## config.mk

```make
export PLATFORM = sky130hd
export DESIGN_NAME = multiplier
export DESIGN_NICKNAME = d
export VERILOG_FILES = /design/src/rtl/mdu_pkg.sv /design/src/rtl/multiplier.sv
export SDC_FILE = /design/constraint.sdc
export NUM_CORES = 1
export LEC_CHECK = 0
export ABC_AREA = 1
export BUFFER_PORTS_ARGS = -buffer_cell sky130_fd_sc_hd__buf_4
export CELL_PAD_IN_SITES_DETAIL_PLACEMENT = 0
export CELL_PAD_IN_SITES_GLOBAL_PLACEMENT = 1
export CORE_UTILIZATION = 43
export DETAILED_ROUTE_END_ITERATION = 12
export PLACE_DENSITY = 0.83
export SETUP_SLACK_MARGIN = 0.4
export SLEW_MARGIN = 20
export SYNTH_ARGS = -nofsm -noshare
export SYNTH_HDL_FRONTEND = slang
export SYNTH_SLANG_ARGS = --single-unit
```

## constraint.sdc

```tcl
create_clock -name clk -period 3.45 [get_ports clk]
set_input_delay 0 -clock clk [delete_from_list [all_inputs] [get_ports clk]]
set_output_delay 0 -clock clk [all_outputs]
set_load 0.01 [all_outputs]
```

## src/rtl/mdu_pkg.sv

```systemverilog
// Shared M-extension unit definitions: data width, multiply opcodes, multiplier FSM states.
// Latency: n/a (types and constants only).
// Backpressure: n/a.
package mdu_pkg;

    localparam int XLEN = 32;

    // Encoding follows funct3[1:0] of the RISC-V multiply instructions.
    typedef enum logic [1:0] {
        MUL    = 2'b00,
        MULH   = 2'b01,
        MULHSU = 2'b10,
        MULHU  = 2'b11
    } mul_op_e;

    typedef enum logic [1:0] {
        IDLE = 2'b00,
        CALC = 2'b01,
        FIX  = 2'b10
    } mul_state_e;

endpackage

```

## src/rtl/multiplier.sv

```systemverilog
// Multi-cycle 32x32 radix-2 shift-add multiplier for MUL/MULH/MULHSU/MULHU.
// Latency: 33 cycles from the accept edge (1 cycle when an operand is 0 or |mplier| is 1).
// Backpressure: start (en) is accepted only while done=1; en while busy is ignored.
//
// Ports:
//   clk      - clock, all state on the rising edge
//   clr      - synchronous active-high reset, highest priority
//   en       - start request, sampled only while done=1
//   mcand    - multiplicand (rs1), mplier - multiplier (rs2)
//   op       - opcode (funct3[1:0]): MUL, MULH, MULHSU, MULHU
//   result   - low word for MUL, high word otherwise; product - full 64-bit product
//   done     - idle and result valid; busy - inverse of done
module multiplier
    import mdu_pkg::*;
(
    input  logic                clk,
    input  logic                clr,
    input  logic                en,
    input  logic [XLEN-1:0]     mcand,
    input  logic [XLEN-1:0]     mplier,
    input  logic [1:0]          op,
    output logic [XLEN-1:0]     result,
    output logic [2*XLEN-1:0]   product,
    output logic                done,
    output logic                busy
);

    mul_state_e             state_q,   state_d;
    mul_op_e                op_q,      op_d;
    logic                   neg_q,     neg_d;
    logic [2*XLEN-1:0]      mcand_q,   mcand_d;
    logic [XLEN-1:0]        mplier_q,  mplier_d;
    logic [2*XLEN-1:0]      acc_q,     acc_d;
    logic [4:0]             cnt_q,     cnt_d;
    logic [XLEN-1:0]        result_q,  result_d;
    logic [2*XLEN-1:0]      product_q, product_d;

    mul_op_e                op_in;
    logic                   sign_a;
    logic                   sign_b;
    logic [XLEN-1:0]        mag_a;
    logic [XLEN-1:0]        mag_b;
    logic [2*XLEN-1:0]      fixed_prod;

    // Signs only count when the opcode treats that operand as signed.
    // Negating 0x80000000 yields 0x80000000, which read unsigned is 2^31.
    always_comb begin
        op_in  = mul_op_e'(op);
        sign_a = (op_in != MULHU) & mcand[XLEN-1];
        sign_b = ((op_in == MUL) || (op_in == MULH)) & mplier[XLEN-1];
        mag_a  = sign_a ? -mcand  : mcand;
        mag_b  = sign_b ? -mplier : mplier;
    end

    assign fixed_prod = neg_q ? -acc_q : acc_q;

    always_comb begin
        state_d   = state_q;
        op_d      = op_q;
        neg_d     = neg_q;
        mcand_d   = mcand_q;
        mplier_d  = mplier_q;
        acc_d     = acc_q;
        cnt_d     = cnt_q;
        result_d  = result_q;
        product_d = product_q;

        case (state_q)
            IDLE: begin
                if (en) begin
                    op_d     = op_in;
                    neg_d    = sign_a ^ sign_b;
                    mcand_d  = {{XLEN{1'b0}}, mag_a};
                    mplier_d = mag_b;
                    acc_d    = '0;
                    cnt_d    = '0;
                    if ((mag_a == '0) || (mag_b == '0)) begin
                        state_d = FIX;
                    end else if (mag_b == XLEN'(1)) begin
                        acc_d   = {{XLEN{1'b0}}, mag_a};
                        state_d = FIX;
                    end else begin
                        state_d = CALC;
                    end
                end
            end

            // The multiplicand walks left and the multiplier walks right, so
            // iteration cnt sees |mcand| << cnt against |mplier| bit[cnt]
            // without a 64-bit barrel shifter.
            CALC: begin
                if (mplier_q[0]) begin
                    acc_d = acc_q + mcand_q;
                end
                mcand_d  = mcand_q << 1;
                mplier_d = mplier_q >> 1;
                cnt_d    = cnt_q + 5'd1;
                if (cnt_q == 5'd31) begin
                    state_d = FIX;
                end
            end

            FIX: begin
                product_d = fixed_prod;
                result_d  = (op_q == MUL) ? fixed_prod[XLEN-1:0]
                                          : fixed_prod[2*XLEN-1:XLEN];
                state_d   = IDLE;
            end

            default: begin
                state_d = IDLE;
            end
        endcase
    end

    always_ff @(posedge clk) begin
        if (clr) begin
            state_q   <= IDLE;
            op_q      <= MUL;
            neg_q     <= 1'b0;
            mcand_q   <= '0;
            mplier_q  <= '0;
            acc_q     <= '0;
            cnt_q     <= '0;
            result_q  <= '0;
            product_q <= '0;
        end else begin
            state_q   <= state_d;
            op_q      <= op_d;
            neg_q     <= neg_d;
            mcand_q   <= mcand_d;
            mplier_q  <= mplier_d;
            acc_q     <= acc_d;
            cnt_q     <= cnt_d;
            result_q  <= result_d;
            product_q <= product_d;
        end
    end

    assign result  = result_q;
    assign product = product_q;
    assign done    = (state_q == IDLE);
    assign busy    = (state_q != IDLE);

endmodule
```

==> results.py <==
metrics = {
    "outcome": {
        "outcome": "finished clean",
    },
    "yosys": {
        "ys_seq_area_share_pct": 26.96,
        "synth.distinct_cells": 47,
        "yosysTopAreaCellShare_pct": 26.96,
        "synth_ff_type": "dfxtp_1",
        "synth_area_leaders": "dfxtp_1 27%, nand2_1 15%, nor2_1 9.0%",
        "synthTopCellsByCount": "815 x nand2_1, 476 x nor2_1, 394 x inv_1, 281 x a21oi_1, 266 x dfxtp_1",
        "synth_most_common_cell": "nand2_1",
        "syn_inst": 3303,
        "syn-num-nets": 3443,
        "synth-edff-count": 0,
        "synth.avg_cell_area_um2": 5.979,
        "synth.ff_latch_count": 266,
        "yosysTopAreaCell": "dfxtp_1",
        "synthesis.area_mm2": 0.01975,
        "ys_async_sr_fraction_pct": 0,
        "yosysWarnings": 0,
    },
    "critical_path": {
        "crit_top_cell": "nand2_1",
        "worstPathCellList": "ha_1 -> nand2_1 -> inv_1 -> a21oi_1 -> nand3_1 -> nand2_1 -> nand2_1 -> nand3_1 -> nand3_1 -> or2_2 -> nand2_1 -> a21oi_1",
        "crit_required_ns": 3.87,
        "worstPathArrival_ns": 3.28,
        "critPathMaxFanout": 6,
        "end_kind": "flip-flop",
        "max_stage_delay_ns": 0.50,
        "start_kind": "flip-flop",
        "worst-setup-path-type": "reg2reg",
        "slowest_stage": "dfxtp_1",
    },
    "placed_design": {
        "hpwl_mm": 61.68,
        "portBuffers": 166,
        "place_inst": 3993,
        "gp_congestion": 0.9829,
    },
    "timing": {
        "hold_viol": 0,
        "fin_crit_sh_pct": 82.89,
        "worstMarginPinSlew_ns": 1.095,
        "tns_ns": 0,
        "fmax_mhz": 349.7,
        "rsz0062_at_grt": "true",
        "finalMaxSlewViolations": 0,
        "period_minus_slack_ns": 2.860,
        "setup_violations": 0,
        "slew_headroom_pct": 26.91,
        "skew_ns": 0.01372,
    },
    "power_and_ir_drop": {
        "power_uw": 9284,
        "leakagePower_uw": 0.01095,
        "p_per_area_mw_per_mm2": 395.6,
        "irDropWorstVdd_v": 0.0004142,
    },
    "cts": {
        "clk_path_buf_depth": 3,
        "clock-sinks": 266,
        "clk_latency_ns": 0.59,
        "h-tree-depth": 1,
        "clk_pin_slew_ns": 0.07,
        "numCtsBuffers": 31,
        "cts_tree": "built",
        "cts_root_buffer": "clkbuf_16",
    },
    "run": {
        "cap_violations": 0,
    },
    "layout": {
        "nNetsFinal": 3634,
        "fillers": 4789,
        "syn_to_final_growth_pct": 18.84,
        "n_antenna_cell": 0,
        "drive_gt1_share_pct": 9.642,
        "final_cells": 4116,
    },
    "grt": {
        "grt_pass1_vias": 21200,
        "grt_use_total_pct": 32.67,
        "grt_pass1_wl_mm": 120.9,
        "grt_max_degree": 93,
        "grt.overflow.total": 0,
        "antenna_found_initial": 0,
    },
    "detailed_routing": {
        "wl_mm": 77.80,
        "ant_nets": 0,
        "dr.pass1.iters": 6,
        "drt_iter0_drc": 1856,
        "drc": 0,
        "routedWlPerCell_um": 18.90,
        "vias": 22820,
        "vias_per_cell": 5.543,
    },
    "worst_hold_path": {
        "hp-class": "in2reg",
    },
    "floorplanning": {
        "core.rowCount": 78,
        "core_area_mm2": 0.04538,
        "fp.dieW_um": 216.3,
        "start_util_pct": 43.52,
        "design.die.area_mm2": 0.04679,
        "fp.dieH_um": 216.3,
        "io_pins": 167,
    },
}
==> final timing paths <==
check / start / cells after the start / slack, ns / end
worst min-delay path: mcand[22] / 7 / 0.02 / mcand_q[22]
worst min register to register: result[12] / 2 / 0.47 / result[12]
worst max-delay path: acc_q[14] / 12 / 0.59 / acc_q[63]
worst max register to register: acc_q[14] / 12 / 0.59 / acc_q[63]
==> layer usage <==
layer	vias to the layer above	part of all wire, %	global-route usage (%)
met5	-	0	0
met4	0	3.8	12.09
met3	144	6.4	3.214
met2	798	45	53.92
met1	10620	44	43.99
li1	11250	-	-
==> power breakdown <==
part	switching (µW)	total, µW	internal (µW)
clock network	1400	3540	2140
registers	173	3420	3240
logic	1580	2330	750
total	3150	9280	6130
==> area by class of cell <==
type,instances,area [µm²],share of cell area [%]
Timing Repair Buffer,286,2350,10.01
Inverter,405,1521,6.483
Sequential cell,266,5326,22.70
Tap cell,600,750.7,3.199
Clock buffer,41,873.3,3.721
Multi-Input combinational cell,2504,12440,52.99
Clock inverter,14,211.5,0.9010
==> sequential cells by signal, summed over array words and instances, names as in the netlist <==
signal,cells
acc_q,64
mcand_q,64
product,64
mplier_q,32
result,32
cnt_q,5
op_q,2
state_q,2
neg_q,1
==> cell usage in the layout (no fill, tap or decap), types with 11 or more instances in the layout <==
cell and count:
inv_2 11, a21o_1 16, nand3b_1 26, nor3_1 42, nor2_2 11, or2_2 18
o21ai_0 206, clkbuf_16 31, nand2_1 812, dfxtp_1 265, nand4_1 67, xor2_1 43
ha_1 70, o221ai_1 30, buf_4 217, o21bai_1 13, o211ai_1 52, a31oi_1 36
xnor2_1 11, dlygate4sd3_1 66, a21oi_1 281, inv_1 392, nor2_1 470, nand3_1 221
==> logic make-up (layout without fill, tap and decap cells) <==
family | after synthesis | in the layout | share of synthesized area [%]
simple gates | 1702 | 1702 | 36.25
compound gates | 676 | 676 | 19.42
buf+inv | 533 | 746 | 10.40
flops | 266 | 266 | 26.96
fa+ha+maj | 71 | 71 | 4.536
xor+xnor | 55 | 55 | 2.439
==> per-stage QoR <==
stage	cell area (µm²)	util (%)	worst slack, ns	hold slack [ns]
after CTS	23410	51.59	0.4973	0.004312
after floorplan	19750	-	1.016	0.1490
after detailed placement	21660	47.74	0.3563	0.2720
after global routing	23470	51.71	0.3890	0.05087
after global placement	21660	47.74	0.4498	0.2639
final	23470	51.71	0.5902	0.01652
==> worst max-delay path: cells and delay by family (launching register included) <==
family / cells / cell delay (ns)
flops: 1 / 0.50
fa+ha+maj: 1 / 0.37
buf+inv: 1 / 0.06
compound gates: 2 / 0.32
simple gates: 8 / 1.45
==> what timing repair did <==
action	CTS	global route
pin swaps	0	1
endpoints found under the hold margin	75	0
resized for setup	1	11
hold buffers	66	0
buffers inserted	0	2
setup endpoints to repair	4	44
Power figures use the tool's default switching activity.
